**config.mk**
```make
export PLATFORM = sky130hd
export DESIGN_NAME = seq_opcode_calc
export DESIGN_NICKNAME = d
export VERILOG_FILES = /design/src/rtl/calc_pkg.sv /design/src/rtl/calc_iter_unit.sv /design/src/rtl/seq_opcode_calc.sv
export SDC_FILE = /design/constraint.sdc
export NUM_CORES = 1
export LEC_CHECK = 0
export CAP_MARGIN = 40
export CELL_PAD_IN_SITES_DETAIL_PLACEMENT = 0
export CELL_PAD_IN_SITES_GLOBAL_PLACEMENT = 1
export CORE_MARGIN = 3
export CORE_UTILIZATION = 25
export DETAILED_ROUTE_END_ITERATION = 8
export DONT_BUFFER_PORTS = 1
export HOLD_SLACK_MARGIN = 0.05
export PLACE_DENSITY_LB_ADDON = 0.1
export SLEW_MARGIN = 0
export SYNTH_ARGS = -nofsm -noshare
export SYNTH_HDL_FRONTEND = slang
export SYNTH_SLANG_ARGS = --single-unit
```
**constraint.sdc**
```tcl
create_clock -name CLK100MHZ -period 2.7 [get_ports CLK100MHZ]
set_clock_uncertainty 0.2 [all_clocks]
set_input_delay 0.54 -clock CLK100MHZ [delete_from_list [all_inputs] [get_ports CLK100MHZ]]
set_output_delay 0.54 -clock CLK100MHZ [all_outputs]
set_load 0.02 [all_outputs]
```
**src/rtl/calc_pkg.sv**
```systemverilog
// Shared opcode encodings and FSM state type for the sequential opcode calculator.
package calc_pkg;

  localparam int OPC_W = 4;

  localparam logic [OPC_W-1:0] OP_ZERO = OPC_W'(0);
  localparam logic [OPC_W-1:0] OP_NOTA = OPC_W'(1);
  localparam logic [OPC_W-1:0] OP_AND  = OPC_W'(2);
  localparam logic [OPC_W-1:0] OP_OR   = OPC_W'(3);
  localparam logic [OPC_W-1:0] OP_XOR  = OPC_W'(4);
  localparam logic [OPC_W-1:0] OP_ADD  = OPC_W'(5);
  localparam logic [OPC_W-1:0] OP_SUB  = OPC_W'(6);
  localparam logic [OPC_W-1:0] OP_MUL  = OPC_W'(7);
  localparam logic [OPC_W-1:0] OP_DIVU = OPC_W'(8);

  typedef enum logic [1:0] {
    ST_IDLE,
    ST_MUL,
    ST_DIV,
    ST_DONE
  } state_t;

endpackage

```
**src/rtl/calc_iter_unit.sv**
```systemverilog
// Shared shift register + counter: shift-add signed multiply (on magnitudes) and restoring divide.
// One iteration per step, WIDTH steps; res shows the post-step value so the last step's result loads directly. Divider built only with CALC_DIV_EN.
module calc_iter_unit #(
  parameter int WIDTH = 4
) (
  input  logic               clk,
  input  logic               rst_n,
  input  logic               load,
  input  logic               mode,
  input  logic               step,
  input  logic [WIDTH-1:0]   a,
  input  logic [WIDTH-1:0]   b,
  output logic               done,
  output logic [2*WIDTH-1:0] res
);

  localparam int CW = $clog2(WIDTH);

  logic [CW-1:0]      cnt;
  logic [2*WIDTH-1:0] sr;
  logic [2*WIDTH-1:0] sr_nxt;
  logic [2*WIDTH-1:0] mul_nxt;
  logic [WIDTH-1:0]   opnd;
  logic [WIDTH-1:0]   a_mag;
  logic [WIDTH-1:0]   b_mag;
  logic [WIDTH:0]     acc_sum;
  logic               neg;

  assign a_mag = a[WIDTH-1] ? -a : a;
  assign b_mag = b[WIDTH-1] ? -b : b;

  // Multiply: {acc, multiplier} shifts right; acc gains the multiplicand when the low bit is set.
  assign acc_sum = {1'b0, sr[2*WIDTH-1:WIDTH]} + (sr[0] ? {1'b0, opnd} : '0);
  assign mul_nxt = {acc_sum, sr[WIDTH-1:1]};

  assign done = step && (cnt == CW'(WIDTH-1));

`ifdef CALC_DIV_EN
  logic               mode_q;
  logic [WIDTH:0]     rem_ext;
  logic               rem_ge;
  logic [WIDTH-1:0]   rem_new;
  logic [2*WIDTH-1:0] div_nxt;

  // Divide: {rem, dividend} shifts left; the partial remainder needs one extra bit.
  assign rem_ext = sr[2*WIDTH-1:WIDTH-1];
  assign rem_ge  = rem_ext >= {1'b0, opnd};
  assign rem_new = rem_ge ? WIDTH'(rem_ext - {1'b0, opnd}) : rem_ext[WIDTH-1:0];
  assign div_nxt = {rem_new, sr[WIDTH-2:0], rem_ge};

  assign sr_nxt = mode_q ? div_nxt : mul_nxt;
  assign res    = mode_q ? div_nxt : (neg ? -mul_nxt : mul_nxt);
`else
  logic unused_mode;
  assign unused_mode = mode;
  assign sr_nxt      = mul_nxt;
  assign res         = neg ? -mul_nxt : mul_nxt;
`endif

  always_ff @(posedge clk or negedge rst_n) begin
    if (!rst_n) begin
      sr     <= '0;
      opnd   <= '0;
      neg    <= 1'b0;
      cnt    <= '0;
`ifdef CALC_DIV_EN
      mode_q <= 1'b0;
`endif
    end else if (load) begin
      cnt <= '0;
`ifdef CALC_DIV_EN
      mode_q <= mode;
      if (mode) begin
        sr   <= {{WIDTH{1'b0}}, a};
        opnd <= b;
        neg  <= 1'b0;
      end else begin
        sr   <= {{WIDTH{1'b0}}, b_mag};
        opnd <= a_mag;
        neg  <= a[WIDTH-1] ^ b[WIDTH-1];
      end
`else
      sr   <= {{WIDTH{1'b0}}, b_mag};
      opnd <= a_mag;
      neg  <= a[WIDTH-1] ^ b[WIDTH-1];
`endif
    end else if (step) begin
      sr  <= sr_nxt;
      cnt <= done ? '0 : cnt + CW'(1);
    end
  end

endmodule

```
**src/rtl/seq_opcode_calc.sv**
```systemverilog
// Handshaked opcode calculator: logic/add/sub in 1 cycle, MUL (and DIVU with CALC_DIV_EN) in WIDTH+1 cycles.
// ready_o drops while iterating; start_i is ignored, not queued, when ready_o is low.
module seq_opcode_calc
  import calc_pkg::*;
#(
  parameter int WIDTH = 4
) (
  input  logic               CLK100MHZ,
  input  logic               CPU_RESETN,
  input  logic               start_i,
  input  logic [WIDTH-1:0]   a_i,
  input  logic [WIDTH-1:0]   b_i,
  input  logic [OPC_W-1:0]   opcode_i,
  output logic               ready_o,
  output logic               valid_o,
  output logic [2*WIDTH-1:0] result_o,
  output logic               ovf_o,
  output logic               dz_o,
  output logic               illegal_o
);

  state_t             state;
  state_t             state_nxt;
  logic               accept;
  logic               go_mul;
  logic               go_div;
  logic               iter_load;
  logic               iter_step;
  logic               iter_done;
  logic [2*WIDTH-1:0] iter_res;
  logic [2*WIDTH-1:0] alu_res;
  logic [2*WIDTH-1:0] result_q;
  logic               alu_ovf;
  logic               alu_ill;
  logic               ovf_q;
  logic               ill_q;
  logic [WIDTH:0]     add_ext;
  logic [WIDTH:0]     sub_ext;

  // Exact (WIDTH+1)-bit signed sum/difference; overflow when the top two bits disagree.
  assign add_ext = {a_i[WIDTH-1], a_i} + {b_i[WIDTH-1], b_i};
  assign sub_ext = {a_i[WIDTH-1], a_i} - {b_i[WIDTH-1], b_i};

`ifdef CALC_DIV_EN
  logic alu_dz;
  logic dz_q;
`endif

  always_comb begin
    alu_res = '0;
    alu_ovf = 1'b0;
    alu_ill = 1'b0;
    go_mul  = 1'b0;
    go_div  = 1'b0;
`ifdef CALC_DIV_EN
    alu_dz  = 1'b0;
`endif
    case (opcode_i)
      OP_ZERO: alu_res = '0;
      OP_NOTA: alu_res[WIDTH-1:0] = ~a_i;
      OP_AND:  alu_res[WIDTH-1:0] = a_i & b_i;
      OP_OR:   alu_res[WIDTH-1:0] = a_i | b_i;
      OP_XOR:  alu_res[WIDTH-1:0] = a_i ^ b_i;
      OP_ADD: begin
        alu_res = {{(WIDTH-1){add_ext[WIDTH]}}, add_ext};
        alu_ovf = add_ext[WIDTH] ^ add_ext[WIDTH-1];
      end
      OP_SUB: begin
        alu_res = {{(WIDTH-1){sub_ext[WIDTH]}}, sub_ext};
        alu_ovf = sub_ext[WIDTH] ^ sub_ext[WIDTH-1];
      end
      OP_MUL: go_mul = 1'b1;
`ifdef CALC_DIV_EN
      OP_DIVU: begin
        if (b_i == '0) begin
          alu_res = {a_i, {WIDTH{1'b1}}};
          alu_dz  = 1'b1;
        end else begin
          go_div = 1'b1;
        end
      end
`endif
      default: alu_ill = 1'b1;
    endcase
  end

  always_comb begin
    state_nxt = state;
    ready_o   = 1'b0;
    valid_o   = 1'b0;
    iter_step = 1'b0;
    accept    = 1'b0;
    case (state)
      ST_IDLE, ST_DONE: begin
        ready_o = 1'b1;
        valid_o = (state == ST_DONE);
        accept  = start_i;
        if (start_i) begin
          state_nxt = go_mul ? ST_MUL : (go_div ? ST_DIV : ST_DONE);
        end else begin
          state_nxt = ST_IDLE;
        end
      end
`ifdef CALC_DIV_EN
      ST_MUL, ST_DIV: begin
`else
      ST_MUL: begin
`endif
        iter_step = 1'b1;
        if (iter_done) state_nxt = ST_DONE;
      end
      default: state_nxt = ST_IDLE;
    endcase
  end

  assign iter_load = accept && (go_mul || go_div);

  always_ff @(posedge CLK100MHZ or negedge CPU_RESETN) begin
    if (!CPU_RESETN) state <= ST_IDLE;
    else             state <= state_nxt;
  end

  calc_iter_unit #(
    .WIDTH (WIDTH)
  ) u_iter (
    .clk   (CLK100MHZ),
    .rst_n (CPU_RESETN),
    .load  (iter_load),
    .mode  (go_div),
    .step  (iter_step),
    .a     (a_i),
    .b     (b_i),
    .done  (iter_done),
    .res   (iter_res)
  );

  // Every completion rewrites all flags, so stale flags never survive.
  always_ff @(posedge CLK100MHZ or negedge CPU_RESETN) begin
    if (!CPU_RESETN) begin
      result_q <= '0;
      ovf_q    <= 1'b0;
      ill_q    <= 1'b0;
`ifdef CALC_DIV_EN
      dz_q     <= 1'b0;
`endif
    end else if (iter_done) begin
      result_q <= iter_res;
      ovf_q    <= 1'b0;
      ill_q    <= 1'b0;
`ifdef CALC_DIV_EN
      dz_q     <= 1'b0;
`endif
    end else if (accept && !iter_load) begin
      result_q <= alu_res;
      ovf_q    <= alu_ovf;
      ill_q    <= alu_ill;
`ifdef CALC_DIV_EN
      dz_q     <= alu_dz;
`endif
    end
  end

  assign result_o  = result_q;
  assign ovf_o     = ovf_q;
  assign illegal_o = ill_q;
`ifdef CALC_DIV_EN
  assign dz_o      = dz_q;
`else
  assign dz_o      = 1'b0;
`endif

endmodule

```
==> summary.md <==
| Metric | Value |
|---|---|
| Status | complete, no violations |
| Share of layout cells above drive strength 1 | between 8 and 9% |
| Core area | 8891 µm² |
| GRT Total Usage | 12.46% |
| Post-route DRC | 0 |
| Critical path class | reg2reg |
| Final instance area | 2486 µm² |
| Post-synthesis mux area share | 8.052% |
| Non-Filler Instances | 361 |
| Fmax | 0.4221 GHz |
| Routed wire length per instance | about 17 µm |
| Final design utilization | 27.96% |
| Total number of vias | 1721 |
| Pin count of the biggest net entering global routing | 28 |
| Port buffer count | 0 |
| Main combinational cell family by area after synthesis | simple AND/OR/NAND/NOR gates |
| IO Pins | 28 |
| CP Capture Type | register |
| Inserted Clock Buffers | 3 |
| Final setup violation count | 0 |
| Worst Path Required | about 2.7 ns |
| Primary FF master, synth | dfrtp_1 |
| Clock root buffer | clkbuf_8 |
| Post-Synth Simple-Gate Area | 20.18% |
| Cell row count | 34 |
| Total global routing overflow | 0 |
| Syn avg cell area | 8.965 µm² |
| Minimum clock period | 2.369 ns |
| Initial antenna violation count | 0 |
| Pre-CTS worst setup slack | 0.2518 ns |
| CTS tree | yes |
| Adder-cell share of the synthesized area | 14.92% |
| Drt via density | approximately 4.8 |
| Sum of negative setup slack | 0 ns |
| Worst flop-to-flop path startpoint | u_iter.sr[0] |
| Fin. max-slew vios | 0 |
| Commonest non-fill, non-tap cell in the layout | dfrtp_1 |
| Post-Synth XOR/XNOR Area | 4.509% |
| Final WS setup | 0.3311 ns |
| Compound-Gate Fraction of Synth Area | 17.44% |
| CP Launch Type | register |
| Post-synth EDFFs | 0 |
| Reg2reg end | result_o[5] |
| WP data arrival | 2.33 ns |
| Initial Utilization | 26.22% |
| Worst r2r path cells | 8 |
| Vias in the first global route | 1827 |
| Worst min-delay path category | in2reg |
| Maximum root-to-sink buffer count | 2 |
| Clk_lat worst skew | 0.28 ns |
| Syn Nets | 301 |
| Area Growth Syn to Fin | 6.656% |
| Post-CTS Hold Buffers | 2 |
| Netlist cell types | 51 |
| Nets | 295 |
| Reg clk slew, reported paths | about 0.10 ns |
| Leak | 1.098 nW |
| Worst hold margin | 0.1865 ns |
| Hold Path End | illegal_o |
| Hold Crit Start | opcode_i[3] |
| Crit path max fanout | 5 |
| Post-CTS Setup Bufs | 0 |
| H-Tree Depth | 1 |
| Antenna cells | 0 |
| Antenna-violating nets left | 0 |
| PwrDens | 891.7 nW/µm² |
| Die Span Y | a little over 100 µm |
| DR iter-0 viols | 78 |
| Post-DP HPWL | 4740 µm |
| Flop-to-flop setup slack | 0.33 ns |
| First-pass GRT wire length | 10180 µm |
| Clk sinks | 27 |
| Max VDD drop | 188.8 µV |
| Post-layout power | 2.217 mW |
| Final hold vios | 0 |
| Hold depth | 2 |
| RSZ-0062 raised after global routing | no |
| Die area | 10520 µm² |
| Total Routed Length | 6083 µm |
| FF+latch count, synth | 27 |
| Area after DPL | 2411 µm² |
| Sequential area share after synthesis | 28.99% |
| Max-Cap Viols | 0 |
| Mapped cell area | 2331 µm² |
| Drt first pass iters | 4 |
| Asr flop ratio synth | 100.0% |
| Most frequent cells in the layout | dfrtp_1, ha_1, nor2_1 |
| Fin crit share | between 80% and 90% |
| Post-Syn Instances | 260 |
| Placed Cells | 355 |
| Ys Warns | 0 |
| RD Place Congestion | 0.7404 |
| # resized after CTS | 0 |
| Chip Width | 102.6 µm |
-- synth_stat cells, types with 5 or more instances --
cell | n | area [µm²]
nand2_1 | 18 | 67.56
ha_1 | 23 | 287.8
inv_1 | 15 | 56.30
nor2_1 | 22 | 82.58
nor3_1 | 5 | 25.02
a21oi_1 | 17 | 85.08
a21o_1 | 6 | 45.04
dfrtp_1 | 27 | 675.7
mux2_2 | 6 | 67.56
o21ai_0 | 12 | 60.06
xnor2_1 | 9 | 78.83
and2_1 | 5 | 31.28
buf_2 | 11 | 55.05
mux2i_1 | 12 | 120.1
nand3_1 | 8 | 40.04
-- registers in the layout, summed over array words and instances (netlist names) --
register,flops
ovf_o,1
u_iter.sr,8
u_iter.opnd,4
u_iter.neg,1
u_iter.cnt,2
state,2
result_o,8
illegal_o,1
-- how the worst max path moves through the flow --
stage                 start          end  depth (start not counted)  slack, ns
2_1_floorplan        a_i[0]        ovf_o                          8       0.40
5_1_grt        u_iter.sr[0]  result_o[5]                          8       0.09
3_5_place_dp         a_i[0]        ovf_o                          8       0.25
4_1_cts        u_iter.sr[0]  result_o[5]                          8       0.32
6_report       u_iter.sr[0]  result_o[5]                          8       0.33
3_3_place_gp         a_i[0]  result_o[6]                          7       0.27
-- layer usage --
layer / GRT usage [%] / vias up / routed length [µm]
li1: - / 901 / -
met1: 17.44 / 798 / 3030
met2: 19.91 / 20 / 2804
met3: 1.894 / 2 / 194
met4: 3.532 / 0 / 54
met5: 0 / - / 0
-- cells by family after synthesis --
group,Yosys count
compound gates,62
simple gates,83
flops,27
buf+inv,31
other cells,1
xor+xnor,12
mux,18
fa+ha+maj,26
-- power breakdown --
group          internal [mW]  switching (mW)  leakage [nW]  total, mW
Clock                  0.106           0.137        0.0228      0.243
Combinational          0.502           0.637         0.739       1.14
Sequential             0.590           0.245         0.337      0.835
-- critical path: stages (launching register included) --
cell and delay, ns:
dfrtp_1 0.41, and2_1 0.15, ha_1 0.20, fa_1 0.49
nor3_1 0.33, a21boi_0 0.16, xnor2_1 0.15, nand2_1 0.08
nand3_1 0.08
-- area by class of cell --
| type | instances | area, µm² |
|---|---|---|
| timing repair buffer | 5 | 52.55 |
| inverter | 15 | 56.30 |
| sequential | 27 | 675.6 |
| fill | 921 | 6405 |
| tap | 108 | 135.1 |
| multi-input combinational | 202 | 1521 |
| clock buffer | 4 | 45.04 |
(Power assumes the default switching activity.)
==> RTL change 1: new RTL, same flow settings <==
Add a define of `CALC_DIV_EN`.
--- a/src/rtl/calc_iter_unit.sv
+++ b/src/rtl/calc_iter_unit.sv
@@ -1,4 +1,6 @@
 // Shared shift register + counter: shift-add signed multiply (on magnitudes) and restoring divide.
 // One iteration per step, WIDTH steps; res shows the post-step value so the last step's result loads directly. Divider built only with CALC_DIV_EN.
+`define CALC_DIV_EN
+
 module calc_iter_unit #(
   parameter int WIDTH = 4
Formal check against the unedited RTL: not equivalent (Yosys sat finds a counterexample within 4 cycles, from zero or initial values and one cycle with CPU_RESETN low).
==> RTL change 1 against the unedited design <==
  * Synthesized area is 27% higher
  * Setup slack worse by 0.16 ns
  * Count of clock-buffer cells in the layout rose by 3
  * Sequential cell count increased by 2
  * Cell area is 33% higher
  * Core utilization increased by 0.84 points
  * Global-route usage grew 2.7 points
  * Routed wire length increased by 62%
  * Total power is 68% higher
  * Critical endpoint is now result_o[7]
==> RTL change 1: results (changes against the unedited design) <==
cell family with most CP delay - adder cells
first-pass GRT wire length - 15600 µm (+53%)
Clk. pwr - 551 µW (+130%)
fraction of layout cells with a size suffix above 1 - 0.0922 (+0.00917)
uppermost layer routed - met4
vias in the first global route - 2683 (+47%)
Critical Path AT - 2.44 ns (+0.11 ns)
global route overflow - 0 (unchanged)
CP endpoint - result_o[7]
Via density - 5.24 (+9.9%)
peak supply drop - 0.339 mV (+79%)
met3 usage - 0.0237 (+0.00474)
Filler cells - 1245 (+35%)
largest cells by area after synthesis - dfrtp_1, ha_1, o21ai_0
routed vias - 2626 (+53%)
routed len/inst - 19.6 µm (+17%)
Leak - 0.00139 µW (+27%)
wire length on met3 - 389 µm (+100%)
Placed Area - 0.00314 mm² (+30%)
Largest stage delay, worst path - 0.52 ns (+0.03 ns)
met1 WL - 5150 µm (+70%)
largest net degree at the start of global routing - 30 (+7.1%)
met2 WL post-DR - 4230 µm (+51%)
register area share after synthesis - 0.245 (-0.0452)
hold slack - 0.249 ns (+0.0629 ns)
NumNets Final - 403 (+37%)
Placer Congestion - 0.787 (+6.3%)
R2R setup slack - 0.17 ns (-0.16 ns)
DRT iter0 DRCs - 163 (+110%)
top cells by count, synth - nand2_1, o21ai_0, dfrtp_1
met1 usage - 0.231 (+0.0568)
r2r startpoint - u_iter.sr[0]
dpl hpwl - 7870 µm (+66%)
Reg2Reg Depth - 8 (unchanged)
Crit Path Max Fanout - 7 (+2)
Num CTS Buffers - 5 (+2)
Placed Cells - 492 (+39%)
hold path cells - 1 (-1)
H-tree depth - 2 (+1)
clock-pin transition on the worst setup and hold timing paths - 0.05 ns (-0.05 ns)
clock root buffer - clkbuf_16
initial antenna violation count - 0 (unchanged)
Syn Area/Cell - 8.33 µm² (-7.1%)
NetSw - 1780 µW (+75%)
status - finished clean
met2 usage in global routing - 0.228 (+0.0285)
Synth cell types - 71 (+39%)
# hold bufs at CTS - 2 (unchanged)
global router's overall resource usage - 0.152 (+0.0274)
Comb power frac - 0.602 (+0.088)
==> RTL change 1: cell types whose count changed after synthesis, sizes merged, moves of 7 or more <==
cell,before,now
inv,15,22
nand4,2,10
clkbuf,3,14
o21ai,14,33
nand2,18,31
buf,13,6
==> RTL change 1: logic make-up after synthesis <==
| group | share of synthesized area |
|---|---|
| xor+xnor | 0.0266 |
| buf+inv | 0.0641 |
| simple gates | 0.222 |
| fa+ha+maj | 0.140 |
| flops | 0.245 |
| mux | 0.0304 |
| compound gates | 0.272 |
==> RTL change 1: stage by stage <==
stage	setup slack [ns]	total power, µW
after global placement	0.0577	3180
after CTS	0.0727	3750
after floorplan	0.346	2500
after global routing	0.0149	4080
final	0.172	3720
after detailed placement	0.0806	3160
==> RTL change 1: area by class of cell <==
class / instances / area, µm² / area share
timing repair buffer: 15 / 128 / 0.0385
clock buffer: 7 / 143 / 0.0430
inverter: 23 / 86.3 / 0.0260
tap: 143 / 179 / 0.0539
sequential: 29 / 726 / 0.219
multi-input combinational: 284 / 2060 / 0.620
==> RTL change 2: new RTL, same settings <==
Made on the original files. Reset style: synchronous (`CPU_RESETN` and `rst_n`), changed in 3 clocked blocks.
--- a/src/rtl/calc_iter_unit.sv
+++ b/src/rtl/calc_iter_unit.sv
@@ -58,5 +58,5 @@
 `endif
 
-  always_ff @(posedge clk or negedge rst_n) begin
+  always_ff @(posedge clk) begin
     if (!rst_n) begin
       sr     <= '0;
--- a/src/rtl/seq_opcode_calc.sv
+++ b/src/rtl/seq_opcode_calc.sv
@@ -116,5 +116,5 @@
   assign iter_load = accept && (go_mul || go_div);
 
-  always_ff @(posedge CLK100MHZ or negedge CPU_RESETN) begin
+  always_ff @(posedge CLK100MHZ) begin
     if (!CPU_RESETN) state <= ST_IDLE;
     else             state <= state_nxt;
@@ -136,5 +136,5 @@
 
   // Every completion rewrites all flags, so stale flags never survive.
-  always_ff @(posedge CLK100MHZ or negedge CPU_RESETN) begin
+  always_ff @(posedge CLK100MHZ) begin
     if (!CPU_RESETN) begin
       result_q <= '0;
Function: differs if CPU_RESETN is asserted again (counterexample within 4 cycles, from zero or initial values and one cycle with CPU_RESETN low); with CPU_RESETN held inactive, the same outputs for 10 cycles.
==> RTL change 2 against the unedited design <==
  * Sequential cell count unchanged
  * Routed wire length is 4.9% higher
  * Setup slack lost 0.14 ns
  * Synthesized area down 4.8%
  * Synthesized cell count grew 5.8%
  * Cell area down 4.5%
  * Non-clock buffer count grew 2
  * Cell count is 4.4% higher
Power is not compared: it rests on default switching activity, and its combinational part moved more than twofold at a synthesized area within 25%.
==> RTL change 2: results (changes against the unedited design) <==
status - finished clean
met3 usage - 0.0215 (+0.00260)
Reg2Reg Depth - 7 (-1)
synth warn - 0 (unchanged)
Place WS - 0.213 ns (-0.0384 ns)
DRT iter0 DRCs - 66 (-15%)
Via density - 4.96 (+4.1%)
first-pass GRT wire length - 10400 µm (+2.5%)
Largest stage delay, worst path - 0.55 ns (+0.06 ns)
met2 usage in global routing - 0.207 (+0.00834)
met1 WL - 3190 µm (+5.2%)
hold path start - CPU_RESETN
Syn Nets - 316 (+5.0%)
Placer Congestion - 0.822 (+11%)
hold path cells - 1 (-1)
Placed Area - 0.00232 mm² (-3.6%)
Placed Cells - 373 (+5.1%)
NumNets Final - 314 (+6.4%)
Synth Flop Type - dfxtp_1
FFs w/ async S/R, synth - 0 (-1.00)
fin. max-slew vios - 0 (unchanged)
top cells by count, synth - dfxtp_1, nand2_1, ha_1
met1 usage - 0.183 (+0.00838)
cell family with most CP delay - adder cells
Filler cells - 928 (+0.76%)
Crit Path Max Fanout - 5 (unchanged)
CP endpoint - result_o[7]
Mapped Cells - 275 (+5.8%)
r2r startpoint - u_iter.sr[0]
Layout area overhead - 6.93%
wire length on met3 - 223 µm (+15%)
global router's overall resource usage - 0.131 (+0.00675)
Hold Path End - u_iter.opnd[2]
routed vias - 1871 (+8.7%)
setup ws final - 0.194 ns (-0.137 ns)
hold slack - 0.177 ns (-0.00925 ns)
register area share after synthesis - 0.244 (-0.0463)
largest cells by area after synthesis - dfxtp_1, ha_1, nand2_1
dpl hpwl - 5110 µm (+7.8%)
Synth cell types - 54 (+5.9%)
fraction of layout cells with a size suffix above 1 - 0.0625 (-0.0205)
Worst Tran Pin Value - 0.566 ns
Num CTS Buffers - 3 (unchanged)
Critical Path AT - 2.47 ns (+0.14 ns)
routed len/inst - 16.9 µm (+0.43%)
largest net degree at the start of global routing - 21 (-25%)
met2 WL post-DR - 2860 µm (+2.1%)
## RTL change 2: cell types whose count changed in the layout (fill, tap and decap cells not counted), moves of 6 or more
| cell | unedited run | this run |
|---|---|---|
| dfrtp_1 | 27 | 0 |
| mux2_2 | 6 | 0 |
| nand2_1 | 18 | 27 |
| dfxtp_1 | 0 | 27 |
## RTL change 2: kinds of logic after synthesis
kind of cell | after synthesis | share of synthesized area
flops | 27 | 0.244
simple gates | 94 | 0.216
compound gates | 78 | 0.236
fa+ha+maj | 26 | 0.157
other cells | 1 | 0.00169
buf+inv | 29 | 0.0614
xor+xnor | 11 | 0.0434
mux | 9 | 0.0406
## RTL change 2: final cells by class
class                   count  area share
multi-input cells         219       0.650
flip-flops and latches     27       0.228
well taps                 105      0.0554
inverters                  15      0.0237
repair buffers              7      0.0221
clock buffers               3      0.0174
clock inverters             1     0.00369
## RTL change 2: power by group
group	total [µW]	internal (µW)	switching, µW
registers	470	428	41.9
clock network	250	109	141
logic	275	118	157
total	995	655	340
